===== src/rtl/alu_pkg.sv =====
// Shared definitions for the nibble-serial accumulator ALU: opcodes, FSM states
// and the legal range for the accumulator width.
package alu_pkg;

    localparam int DW_MIN  = 4;
    localparam int DW_MAX  = 32;
    localparam int DW_STEP = 4;

    typedef enum logic [3:0] {
        OP_NOP = 4'd0,
        OP_LDA = 4'd1,
        OP_ADD = 4'd2,
        OP_SUB = 4'd3,
        OP_CLC = 4'd4,
        OP_STC = 4'd5,
        OP_CMA = 4'd6,
        OP_CMC = 4'd7,
        OP_RAL = 4'd8,
        OP_RAR = 4'd9,
        OP_IAC = 4'd10,
        OP_DAC = 4'd11,
        OP_TCC = 4'd12,
        OP_DAA = 4'd13,
        OP_KBP = 4'd14,
        OP_ILL = 4'd15
    } op_e;

    typedef enum logic [1:0] {
        S_IDLE = 2'd0,
        S_DAA  = 2'd1,
        S_RESP = 2'd2
    } state_e;

    function automatic bit dw_is_legal(input int dw);
        return (dw >= DW_MIN) && (dw <= DW_MAX) && ((dw % DW_STEP) == 0);
    endfunction

endpackage


===== src/rtl/alu_kbp_enc.sv =====
// Keyboard-process encoder: one-hot position to (index+1), zero to zero,
// anything else to all ones.
module alu_kbp_enc #(
    parameter int DW = 4
) (
    input  logic [DW-1:0] acc,
    output logic [DW-1:0] kbp
);

    logic [5:0] ones;
    logic [5:0] pos;

    always_comb begin
        ones = '0;
        pos  = '0;
        for (int k = 0; k < DW; k++) begin
            if (acc[k]) begin
                ones = ones + 6'd1;
                pos  = 6'(k + 1);
            end
        end
        if (ones == 6'd0) begin
            kbp = '0;
        end else if (ones == 6'd1) begin
            kbp = DW'(pos);
        end else begin
            kbp = '1;
        end
    end

endmodule


===== src/rtl/alu_acc_seq.sv =====
// Accumulator ALU with valid/ready handshakes; single-cycle ops plus a
// nibble-serial decimal adjust (one nibble per clock).
module alu_acc_seq
    import alu_pkg::*;
#(
    parameter int DW = 4
) (
    input  logic          clk,
    input  logic          rst_n,
    input  logic          op_valid,
    output logic          op_ready,
    input  logic [3:0]    op_code,
    input  logic [DW-1:0] op_data,
    output logic          res_valid,
    input  logic          res_ready,
    output logic [DW-1:0] acc_out,
    output logic          cy_out,
    output logic          err_illegal
);

    localparam int NIB = DW / 4;

    generate
        if (!dw_is_legal(DW)) begin : g_dw_illegal
            $error("alu_acc_seq: DW must be a multiple of 4 in 4..32");
        end
    endgenerate

    state_e        state, state_nxt;
    logic [DW-1:0] acc;
    logic          cy;
    logic          err_q;
    logic [2:0]    nib_idx;
    logic          daa_ci;
    logic          accept;
    logic          daa_last;

    logic [DW-1:0] kbp_val;
    logic [DW-1:0] alu_acc;
    logic          alu_cy;
    logic          alu_err;
    logic [DW:0]   sum;

    logic [DW-1:0] daa_shr;
    logic [3:0]    daa_nib;
    logic [4:0]    daa_sum;
    logic [DW-1:0] daa_acc;
    logic [4:0]    daa_sh;

    assign op_ready    = rst_n && (state == S_IDLE);
    assign accept      = op_valid && op_ready;
    assign daa_last    = (nib_idx == 3'(NIB - 1));
    assign res_valid   = (state == S_RESP);
    assign acc_out     = acc;
    assign cy_out      = cy;
    assign err_illegal = err_q;

    alu_kbp_enc #(.DW(DW)) u_kbp (
        .acc (acc),
        .kbp (kbp_val)
    );

    // Single-cycle result of the opcode presented at acceptance
    always_comb begin
        alu_acc = acc;
        alu_cy  = cy;
        alu_err = 1'b0;
        sum     = '0;
        case (op_e'(op_code))
            OP_LDA: alu_acc = op_data;
            OP_ADD: begin
                sum = {1'b0, acc} + {1'b0, op_data} + {{DW{1'b0}}, cy};
                {alu_cy, alu_acc} = sum;
            end
            OP_SUB: begin
                sum = {1'b0, acc} + {1'b0, ~op_data} + {{DW{1'b0}}, cy};
                {alu_cy, alu_acc} = sum;
            end
            OP_CLC: alu_cy = 1'b0;
            OP_STC: alu_cy = 1'b1;
            OP_CMA: alu_acc = ~acc;
            OP_CMC: alu_cy = ~cy;
            OP_RAL: {alu_cy, alu_acc} = {acc, cy};
            OP_RAR: {alu_acc, alu_cy} = {cy, acc};
            OP_IAC: begin
                sum = {1'b0, acc} + {{DW{1'b0}}, 1'b1};
                {alu_cy, alu_acc} = sum;
            end
            OP_DAC: begin
                alu_acc = acc - DW'(1);
                alu_cy  = |acc;
            end
            OP_TCC: begin
                alu_acc = {{(DW-1){1'b0}}, cy};
                alu_cy  = 1'b0;
            end
            OP_KBP: alu_acc = kbp_val;
            OP_ILL: alu_err = 1'b1;
            default: ;
        endcase
    end

    // One decimal-adjust step on the nibble selected by nib_idx
    always_comb begin
        daa_sh  = {nib_idx, 2'b00};
        daa_shr = acc >> daa_sh;
        daa_nib = daa_shr[3:0];
        daa_sum = {1'b0, daa_nib}
                + (((daa_nib > 4'd9) || ((nib_idx == 3'd0) && cy)) ? 5'd6 : 5'd0)
                + {4'b0000, daa_ci};
        daa_acc = (acc & ~(DW'(4'hF) << daa_sh)) | (DW'(daa_sum[3:0]) << daa_sh);
    end

    always_comb begin
        state_nxt = state;
        case (state)
            S_IDLE: if (accept) state_nxt = (op_e'(op_code) == OP_DAA) ? S_DAA : S_RESP;
            S_DAA:  if (daa_last) state_nxt = S_RESP;
            S_RESP: if (res_ready) state_nxt = S_IDLE;
            default: state_nxt = S_IDLE;
        endcase
    end

    always_ff @(posedge clk) begin
        if (!rst_n) begin
            state <= S_IDLE;
        end else begin
            state <= state_nxt;
        end
    end

    always_ff @(posedge clk) begin
        if (!rst_n) begin
            acc     <= '0;
            cy      <= 1'b0;
            err_q   <= 1'b0;
            nib_idx <= '0;
            daa_ci  <= 1'b0;
        end else begin
            case (state)
                S_IDLE: begin
                    if (accept) begin
                        acc     <= alu_acc;
                        cy      <= alu_cy;
                        err_q   <= alu_err;
                        nib_idx <= '0;
                        daa_ci  <= 1'b0;
                    end
                end
                S_DAA: begin
                    acc     <= daa_acc;
                    daa_ci  <= daa_sum[4];
                    nib_idx <= nib_idx + 3'd1;
                    // cy keeps its original value until the last nibble, which step 0 relies on
                    if (daa_last) begin
                        cy      <= cy | daa_sum[4];
                        nib_idx <= '0;
                    end
                end
                default: ;
            endcase
        end
    end

endmodule


===== config.mk =====
export PLATFORM = sky130hd
export DESIGN_NAME = alu_acc_seq
export DESIGN_NICKNAME = d
export VERILOG_FILES = /design/src/rtl/alu_pkg.sv /design/src/rtl/alu_kbp_enc.sv /design/src/rtl/alu_acc_seq.sv
export SDC_FILE = /design/constraint.sdc
export NUM_CORES = 1
export LEC_CHECK = 0
export ABC_AREA = 1
export BUFFER_PORTS_ARGS = -buffer_cell sky130_fd_sc_hd__buf_2
export CORE_MARGIN = 3
export CORE_UTILIZATION = 40
export CTS_CLUSTER_DIAMETER = 60
export DETAILED_ROUTE_END_ITERATION = 16
export SLEW_MARGIN = 25
export SYNTH_ARGS = -nofsm -noshare
export SYNTH_HDL_FRONTEND = slang
export SYNTH_SLANG_ARGS = --single-unit

===== constraint.sdc =====
create_clock -name clk -period 5.3 [get_ports clk]
set_input_delay 0 -clock clk [delete_from_list [all_inputs] [get_ports clk]]
set_output_delay 0 -clock clk [all_outputs]
set_load 0.03 [all_outputs]

# Word-level counts from Yosys, hierarchy flattened

Index checks and enable logic that the tools add are counted.

Add/sub/neg operators: 12
Order comparisons: 1
Eq/ne operators: 23
Shift-type cells: 3
Multiplexer cells: 28
Bitwise logic cells: 7
Reductions and logical operators: 15

Operators by type and width:

| cell                | count |
|---|---|
| $pmux 4 s10         | 1 |
| $eq 4x4->1 const B  | 8 |
| $mux 6              | 3 |
| $eq 4x3->1 const B  | 4 |
| $add 5x1->5         | 3 |
| $add 6x1->6 const B | 2 |
| $mux 2              | 6 |
| $mux 3              | 4 |
| $mux 4              | 3 |
| $not 4->4           | 3 |
| $ne 11x1->1 const B | 1 |
| $add 4x4->5         | 2 |
| $ne 10x2->1 const B | 1 |
| $pmux 1 s9          | 1 |
| $eq 4x2->1 const B  | 2 |
| $pmux 4 s2          | 1 |
| $eq 6x1->1 const B  | 1 |
| $logic_not 6->1     | 1 |
| $pmux 2 s3          | 1 |
| $pmux 3 s2          | 1 |
| $reduce_and 3->1    | 2 |
| $add 4x1->5 const B | 1 |
| $add 4x3->5         | 1 |
| $mux 1              | 5 |
| other kinds (26)    | 31 |

Register bits after elaboration: 12
Word-level logic and storage cells: 95

# Longest topological paths before layout

Gate-level depths: netlist of run 1.

Depth after elaboration: 13
Gate-level depth with buffers: 13
Depth with buffers taken out: 13

# Hierarchy

From an unflattened synthesis of run 1, not the netlist that was laid out.

Cells, all modules: 306
Area, all modules: 1,789.2 sq um

Modules (own cells, without submodules):

| module      | times used | cells each | area each (sq um) | seq. area each (sq um) |
|---|---|---|---|---|
| alu_acc_seq | 1          | 269        | 1,591.5           | 240.2 |
| alu_kbp_enc | 1          | 37         | 197.7             | 0.0 |

# Worst setup path before layout of run 1

No wires, ideal clock.

Kind: flip-flop to flip-flop
Start: reg acc[3], in the netlist acc_out[3]
End: reg acc[2], in the netlist acc_out[2]
Setup time: 0.119 ns
Arrival: 2.395 ns
Data required time: 5.181 ns
Slack: 2.786 ns
Cell stages (with the launch flop): 11
Buffers on the path: 2
Period minus slack after synthesis: 2.514 ns
Cell sequence: dfxtp_1 -> buf_2 -> inv_1 -> buf_2 -> o32ai_1 -> ha_1 -> or2_2 -> a21oi_1 -> a211oi_1 -> nor2_1 -> a21oi_1

Cells in the longest elaborated chain, start to end: 9
Elaborated cells between the ends (all ways): 17
Classes of those cells: add/sub: 2; order compare: 1; eq/ne: 1; shift: 2; mux: 8; bitwise: 1; reduce/logical: 2

RTL lines:

| element                | RTL line           | source |
|---|---|---|
| start, declared        | alu_acc_seq.sv:30  | `logic [DW-1:0] acc;` |
| start signal, assigned | alu_acc_seq.sv:143 | `acc <= alu_acc;` |
| $shr 4x5->4            | alu_acc_seq.sv:106 | `daa_shr = acc >> daa_sh;` |
| $gt 4x4->1             | alu_acc_seq.sv:109 | `+ (((daa_nib > 4'd9) \|\| ((nib_idx == 3'd0) && cy)) ? 5'd6 : 5'd0)` |
| $logic_or 1x1->1       | alu_acc_seq.sv:109 |  |
| $mux 3                 | alu_acc_seq.sv:109 |  |
| $add 4x3->5            | alu_acc_seq.sv:109 |  |
| $add 5x1->5            | alu_acc_seq.sv:110 | `+ {4'b0000, daa_ci};` |
| $shl 4x5->4            | alu_acc_seq.sv:111 | `daa_acc = (acc & ~(DW'(4'hF) << daa_sh)) \| (DW'(daa_sum[3:0]) << daa_sh);` |
| $or 4x4->4             | alu_acc_seq.sv:111 |  |
| $pmux 4 s2 (*)         | alu_acc_seq.sv:140 | `case (state)` |

Every way passes the cells marked *; elsewhere a longest branch is shown, timed or not. The select of a mux whose other input is x is not followed.
A chain may end at the register's enable or synchronous reset.

# Final worst setup path of run 1

Ends and elaborated chain as after synthesis.

==> results_dict.tcl, run 1 <==
set metrics [dict create \
    outcome "complete, no violations" \
    cts.sinks 12 \
    grt-ovfl-total 0 \
    clockRootBuffer "clkbuf_8" \
    via_per_inst 5.31 \
    globalplace.congestion 0.882 \
    rows 23 \
    async_flop_share_pct 0 \
    post-route-util_pct 47.2 \
    slowest_stage "o32ai_1" \
    rr_startpoint "acc_out[3]$_SDFFE_PN0P_" \
    start_util_pct 42.9 \
    comb_power_share_pct 50.1 \
    fillCellCount 462 \
    layout_common_cells "nand2_1, nor2_1, inv_1" \
    power_density_nw_per_um2 225 \
    synth.avg_cell_area_um2 5.88 \
    power_frac_clock_pct 23.3 \
    seq_area_frac_synth_pct 13.6 \
    slew_headroom_pct 41.8 \
    crit_arrival_ns 2.89 \
    fin_area_um2 1940 \
    ant_nets 0 \
    max_slew.worst_pin.slew_ns 0.870 \
    cp-start-kind "flip-flop" \
    synth_warnings 0 \
    cts-resized-gates 0 \
    clk_pin_slew_ns 0.06 \
    syn-cell-area_um2 1760 \
    path_cells "inv_1, o32ai_1, ha_1, or2_2, a21oi_1, a211oi_1, nor2_1, a21oi_1" \
    cp.required_ns 5.43 \
    clkLatencyLatePin_ns 0.24 \
    cts_buffers 3 \
    final_max_slew_viol_count 0 \
    grt_setup_unrepaired "no" \
    hold_path.class "input port to flip-flop" \
    internal_power_uw 237 \
    post_cts_buffers 0 \
    syn_inst 300 \
    layout-drive-gt1-share_pct 13.3 \
    vias 1945 \
    total_power_uw 436 \
    grt_pass1_wl_um 8020 \
    min_from "res_ready" \
    power.switching_uw 199 \
    dr.pass1.iters 4 \
    r2r_cells 8 \
    setup_viol 0 \
    syn-num-nets 332 \
    dieHeight_um 72.4 \
    path_depth 8 \
    hold_viol_final 0 \
    htreeDepth 1 \
    cap_violations 0 \
    cp_top_family "compound AO/OA/AOI/OAI gates" \
    synthFlopType "dfxtp_1" \
    r2r_end "acc_out[2]$_SDFFE_PN0P_" \
    core-area_um2 4120 \
    area_growth_pct 10.1 \
    synth_edf_count 0 \
    drt_iter0_drc 119 \
    drcViolationCount 0 \
    grt_use_total_pct 18.8 \
    min_period_ns 2.76 \
    p_seq_share_pct 26.6 \
    p_leak_uw 0.00101 \
    grt_max_degree 23 \
    min_path_cells 4 \
    holdPathEnd "state[1]$_SDFFE_PN0P_" \
    cp.buffers_inverters 1 \
    drt-total-wl_um 4860 \
    pin_count 20 \
    crit_top_cell "a21oi_1" \
    postCtsHoldBufs 0 \
    die_w_um 72.4 \
    max_freq_mhz 362 \
    wl_per_cell_um 13.3 \
    cts_max_path_buffers 2 \
    switching_share_pct 45.7 \
    port-buffer-count 19 \
    fin_setup_tns_ns 0 \
    peakVddDrop_mv 0.177 \
    grt_pass1_vias 1703 \
    postPlaceCellArea_um2 1890 \
    antenna_found_initial 0 \
    crit_type "flip-flop to flip-flop" \
    ys_ff_latch 12 \
    period_share_pct 52.1 \
    topRoutingLayerUsed "met4" \
    cts_tree "done" \
    hpwl_um 3860 \
    nets 349 \
    reg2reg_slack_ns 2.54 \
    antennaDiodeCount 0 \
    wirelength_met1_um 2450 \
    crit_fanout 12 \
    mostFrequentLayoutCell "nand2_1" \
    yosysUniqueCellTypes 34 \
    end_kind "flip-flop" \
    finClkSkew_ns 0.00298 \
    crit_path_max_incr_delay_ns 0.64 \
    route.met3.wl_um 274 \
    wl_met2_um 2110 \
    design.die.area_um2 5240 \
]
-- cells in the mapped netlist, types with 3 or more instances --
master,number,share of area (%)
dfxtp_1,12,14
o21ai_1,4,1.1
a31oi_1,3,1.1
inv_2,6,1.3
nor2_2,3,1.1
nor2_1,40,8.5
fa_1,5,5.7
nand3_1,22,6.2
a21oi_1,24,6.8
o21ai_0,12,3.4
inv_1,36,7.7
ha_1,15,11
or2_2,3,1.1
nand4_1,5,1.8
nand2_1,73,16
buf_2,6,1.7
nor3_1,6,1.7
a211oi_1,3,1.3
-- cell families after synthesis --
kind of cell / count (synthesis) / synth area share, %
simple gates: 160 / 40.0
xor+xnor: 1 / 0.497
fa+ha+maj: 20 / 16.3
buf+inv: 50 / 11.1
compound gates: 57 / 18.5
flops: 12 / 13.6
-- per-layer routing --
| layer | up-vias | track usage [%] |
|---|---|---|
| li1 | 1013 | - |
| met1 | 873 | 28.0 |
| met2 | 54 | 29.3 |
| met3 | 5 | 2.77 |
| met4 | 0 | 2.25 |
| met5 | - | 0 |
-- area by class of cell --
class	count	area (um^2)	share of cell area, %
well taps	50	62.6	3.22
inverters	43	161	8.31
flip-flops and latches	12	240	12.4
repair buffers	19	95.1	4.89
clock buffers	4	55.1	2.83
multi-input cells	238	1330	68.4
-- power by group through the flow --
stage / Clock (uW) / Combinational (uW) / Sequential, uW
floorplan: 0 / 164 / 118
global placement: 0 / 218 / 118
detailed placement: 0 / 217 / 118
CTS: 105 / 218 / 116
global route: 107 / 248 / 119
finish: 102 / 219 / 116
-- state kept, by name, summed over array words and instances, names as in the netlist --
name	flops
acc_out	4
nib_idx	3
state	2
cy_out	1
daa_ci	1
err_illegal	1
-- per-stage QoR --
stage / setup slack, ns / std cells / hold slack [ns]
after detailed placement: 2.55 / 362 / 0.312
after CTS: 2.54 / 366 / 0.0558
after global routing: 2.31 / 366 / 0.0813
after global placement: 2.61 / 362 / 0.298
final: 2.54 / 366 / 0.0568
after floorplan: 2.79 / 300 / 0.123
-- worst reg2reg max path: cells and delay by family (launching register included) --
| family | cells | cell delay [ns] |
|---|---|---|
| adder cells (fa/ha/maj) | 1 | 0.38 |
| flip-flops | 1 | 0.62 |
| buffers and inverters | 1 | 0.34 |
| AND/OR/NAND/NOR | 2 | 0.41 |
| AO/OA/AOI/OAI | 4 | 0.89 |
-- worst max-delay path by stage --
| stage | to | slack, ns | start |
|---|---|---|---|
| 2_1_floorplan | acc_out[2]$_SDFFE_PN0P_ | 2.79 | acc_out[3]$_SDFFE_PN0P_ |
| 3_3_place_gp | acc_out[2]$_SDFFE_PN0P_ | 2.61 | acc_out[3]$_SDFFE_PN0P_ |
| 3_5_place_dp | acc_out[2]$_SDFFE_PN0P_ | 2.55 | acc_out[3]$_SDFFE_PN0P_ |
| 4_1_cts | acc_out[2]$_SDFFE_PN0P_ | 2.54 | acc_out[3]$_SDFFE_PN0P_ |
| 5_1_grt | acc_out[2]$_SDFFE_PN0P_ | 2.31 | acc_out[2]$_SDFFE_PN0P_ |
| 6_report | acc_out[2]$_SDFFE_PN0P_ | 2.54 | acc_out[3]$_SDFFE_PN0P_ |
(Power assumes the default switching activity.)
==> run 2: changes to the inputs <==
ABC_AREA = 0   (was 1)
clock period = 2.25 ns   (was 5.3 ns; I/O delays follow)
==> run 2 against run 1 <==
Net effect: the run now ends with negative setup slack left; synthesized cell count is 14% lower; final area up 17%; combinational power increased by 77%; area after synthesis is 5.9% higher; critical path type unchanged.
==> results_dict.tcl, run 2 <==
set metrics [dict create \
    die_w_um 74.3 \
    vias 2008 \
    netlist_top_cells_count "a21oi_1, nand2_1, nor2_1" \
    cts_buffers 3 \
    postPlaceCellArea_um2 2140 \
    slew_headroom_pct 73.0 \
    peakVddDrop_mv 0.241 \
    post-place-ws_ns -0.114 \
    antenna_found_initial 0 \
    grt_max_degree 24 \
    worst_slack_ns -0.0224 \
    syn-num-nets 290 \
    grt_pass1_vias 1799 \
    wl_per_cell_um 15.9 \
    crit_type "flip-flop to flip-flop" \
    ys_ff_latch 12 \
    grt_use_total_pct 21.0 \
    dr.pass1.iters 8 \
    grt-ovfl-total 0 \
    post-synth-top-count-cell "a21oi_1" \
    clkLatencyLatePin_ns 0.25 \
    yosys.area.top_type "dfxtp_1" \
    antennaDiodeCount 0 \
    hold_viol_final 0 \
    hold_path.class "input port to flip-flop" \
    reg2reg_slack_ns -0.02 \
    largest_register_ffs 4 \
    fin_area_um2 2270 \
    p_leak_uw 0.000979 \
    yosysUniqueCellTypes 58 \
    mostFrequentLayoutCell "buf_4" \
    clk_pin_slew_ns 0.07 \
    cts_max_path_buffers 2 \
    crit_arrival_ns 2.40 \
    start_util_pct 42.0 \
    end_kind "flip-flop" \
    cts_tree "done" \
    drt_iter0_drc 156 \
    cp-start-kind "flip-flop" \
    async_flop_share_pct 0 \
    synth.avg_cell_area_um2 7.24 \
    synthFlopType "dfxtp_1" \
    power_density_nw_per_um2 382 \
    drt-total-wl_um 5440 \
    dieHeight_um 74.3 \
    cts.sinks 12 \
    clockRootBuffer "clkbuf_8" \
    finClkSkew_ns 0.00511 \
    grt_pass1_wl_um 9070 \
    layout-drive-gt1-share_pct 27.2 \
    port-buffer-count 19 \
    fillCellCount 444 \
    drcViolationCount 0 \
    netlist_top_cells_area "dfxtp_1, ha_1, a21oi_1" \
    outcome "finished with violations" \
    via_per_inst 5.87 \
    min_period_ns 2.27 \
    final_max_slew_viol_count 0 \
    htreeDepth 1 \
    syn_inst 258 \
    placedCellCount 337 \
    nets 323 \
    core-area_um2 4440 \
    syn-cell-area_um2 1870 \
    cp.required_ns 2.37 \
    pin_count 20 \
    grt_setup_unrepaired "yes" \
    seq_area_frac_synth_pct 12.9 \
    synth_warnings 0 \
    synth_edf_count 0 \
    violations "negative setup slack" \
    postCtsHoldBufs 0 \
    period_share_pct 101 \
    rows 24 \
    setup_viol 1 \
    hpwl_um 4130 \
    final_cells 342 \
    cap_violations 0 \
    design.die.area_um2 5530 \
    area_growth_pct 21.6 \
    layout_common_cells "buf_4, nor2_1, nand2_1" \
    max_freq_mhz 440 \
    globalplace.congestion 0.923 \
    max_slew.worst_pin.slew_ns 0.402 \
    ant_nets 0 \
    crit_fanout 4 \
    synth_top_area_share_pct 12.9 \
]
## run 2: layer usage
layer	vias up	track usage [%]	share of wire [%]
met5	-	0	0
li1	992	-	-
met2	53	32.7	45
met4	0	2.96	0.96
met3	6	2.43	5.5
met1	957	31.8	48
## run 2: cell type report
type                            count  area [um^2]  area share, %
Multi-Input combinational cell    212         1540           67.7
Tap cell                           52         65.1           2.86
Clock buffer                        4         55.1           2.42
Timing Repair Buffer               46          298           13.1
Inverter                           16         62.6           2.75
Sequential cell                    12          254           11.2
## run 2: worst max-delay path, stage by stage, from the launching register on
cell     delay, ns
dfxtp_4       0.36
inv_4         0.05
fa_2          0.37
fa_1          0.49
nor3_1        0.05
a21oi_1       0.12
nor2_1        0.06
or3_1         0.36
o31ai_1       0.19
a31oi_1       0.10
## run 2: power by group
| part | internal, uW | switching, uW |
|---|---|---|
| Combinational | 165 | 223 |
| Clock | 155 | 98.2 |
| Sequential | 218 | 8.00 |
| Total | 538 | 330 |
## run 2: metrics by stage
stage / hold slack [ns] / total power, uW / util (%) / TNS [ns]
detailed placement: 0.324 / 600 / 48.2 / -0.208
global route: 0.0969 / 919 / 51.1 / -0.263
finish: 0.0587 / 868 / 51.1 / -0.0224
CTS: 0.0632 / 855 / 49.5 / -0.0609
global placement: 0.311 / 598 / 48.2 / -0.0210
floorplan: 0.118 / 487 / - / -0.123
## run 2: worst paths after layout
path / depth (start not counted) / from / to
setup / recovery: 9 / acc_out[0]$_SDFFE_PN0P_ / acc_out[1]$_SDFFE_PN0P_
hold / removal: 3 / res_ready / state[1]$_SDFFE_PN0P_
setup reg to reg: 9 / acc_out[0]$_SDFFE_PN0P_ / acc_out[1]$_SDFFE_PN0P_
hold reg to reg: 2 / err_illegal$_SDFFE_PN0P_ / err_illegal$_SDFFE_PN0P_
## run 2: repair_timing
action,4_1_cts,5_1_grt
hold endpoints to repair,0,0
endpoints found under the setup margin,3,4
pin swaps,0,9
resized for setup,3,14
cloned,0,0
setup buffers,0,1
## run 2: cells by family after synthesis
family                     Yosys count  share of synthesized area [%]
adders and majority gates           20                           15.4
muxes                               10                           6.10
and+or+nand+nor                    100                           28.1
DFF                                 12                           12.9
xor gates and xnor gates             5                           2.34
buffers and inverters               34                           8.57
AOI/OAI and AO/OA                   77                           26.6
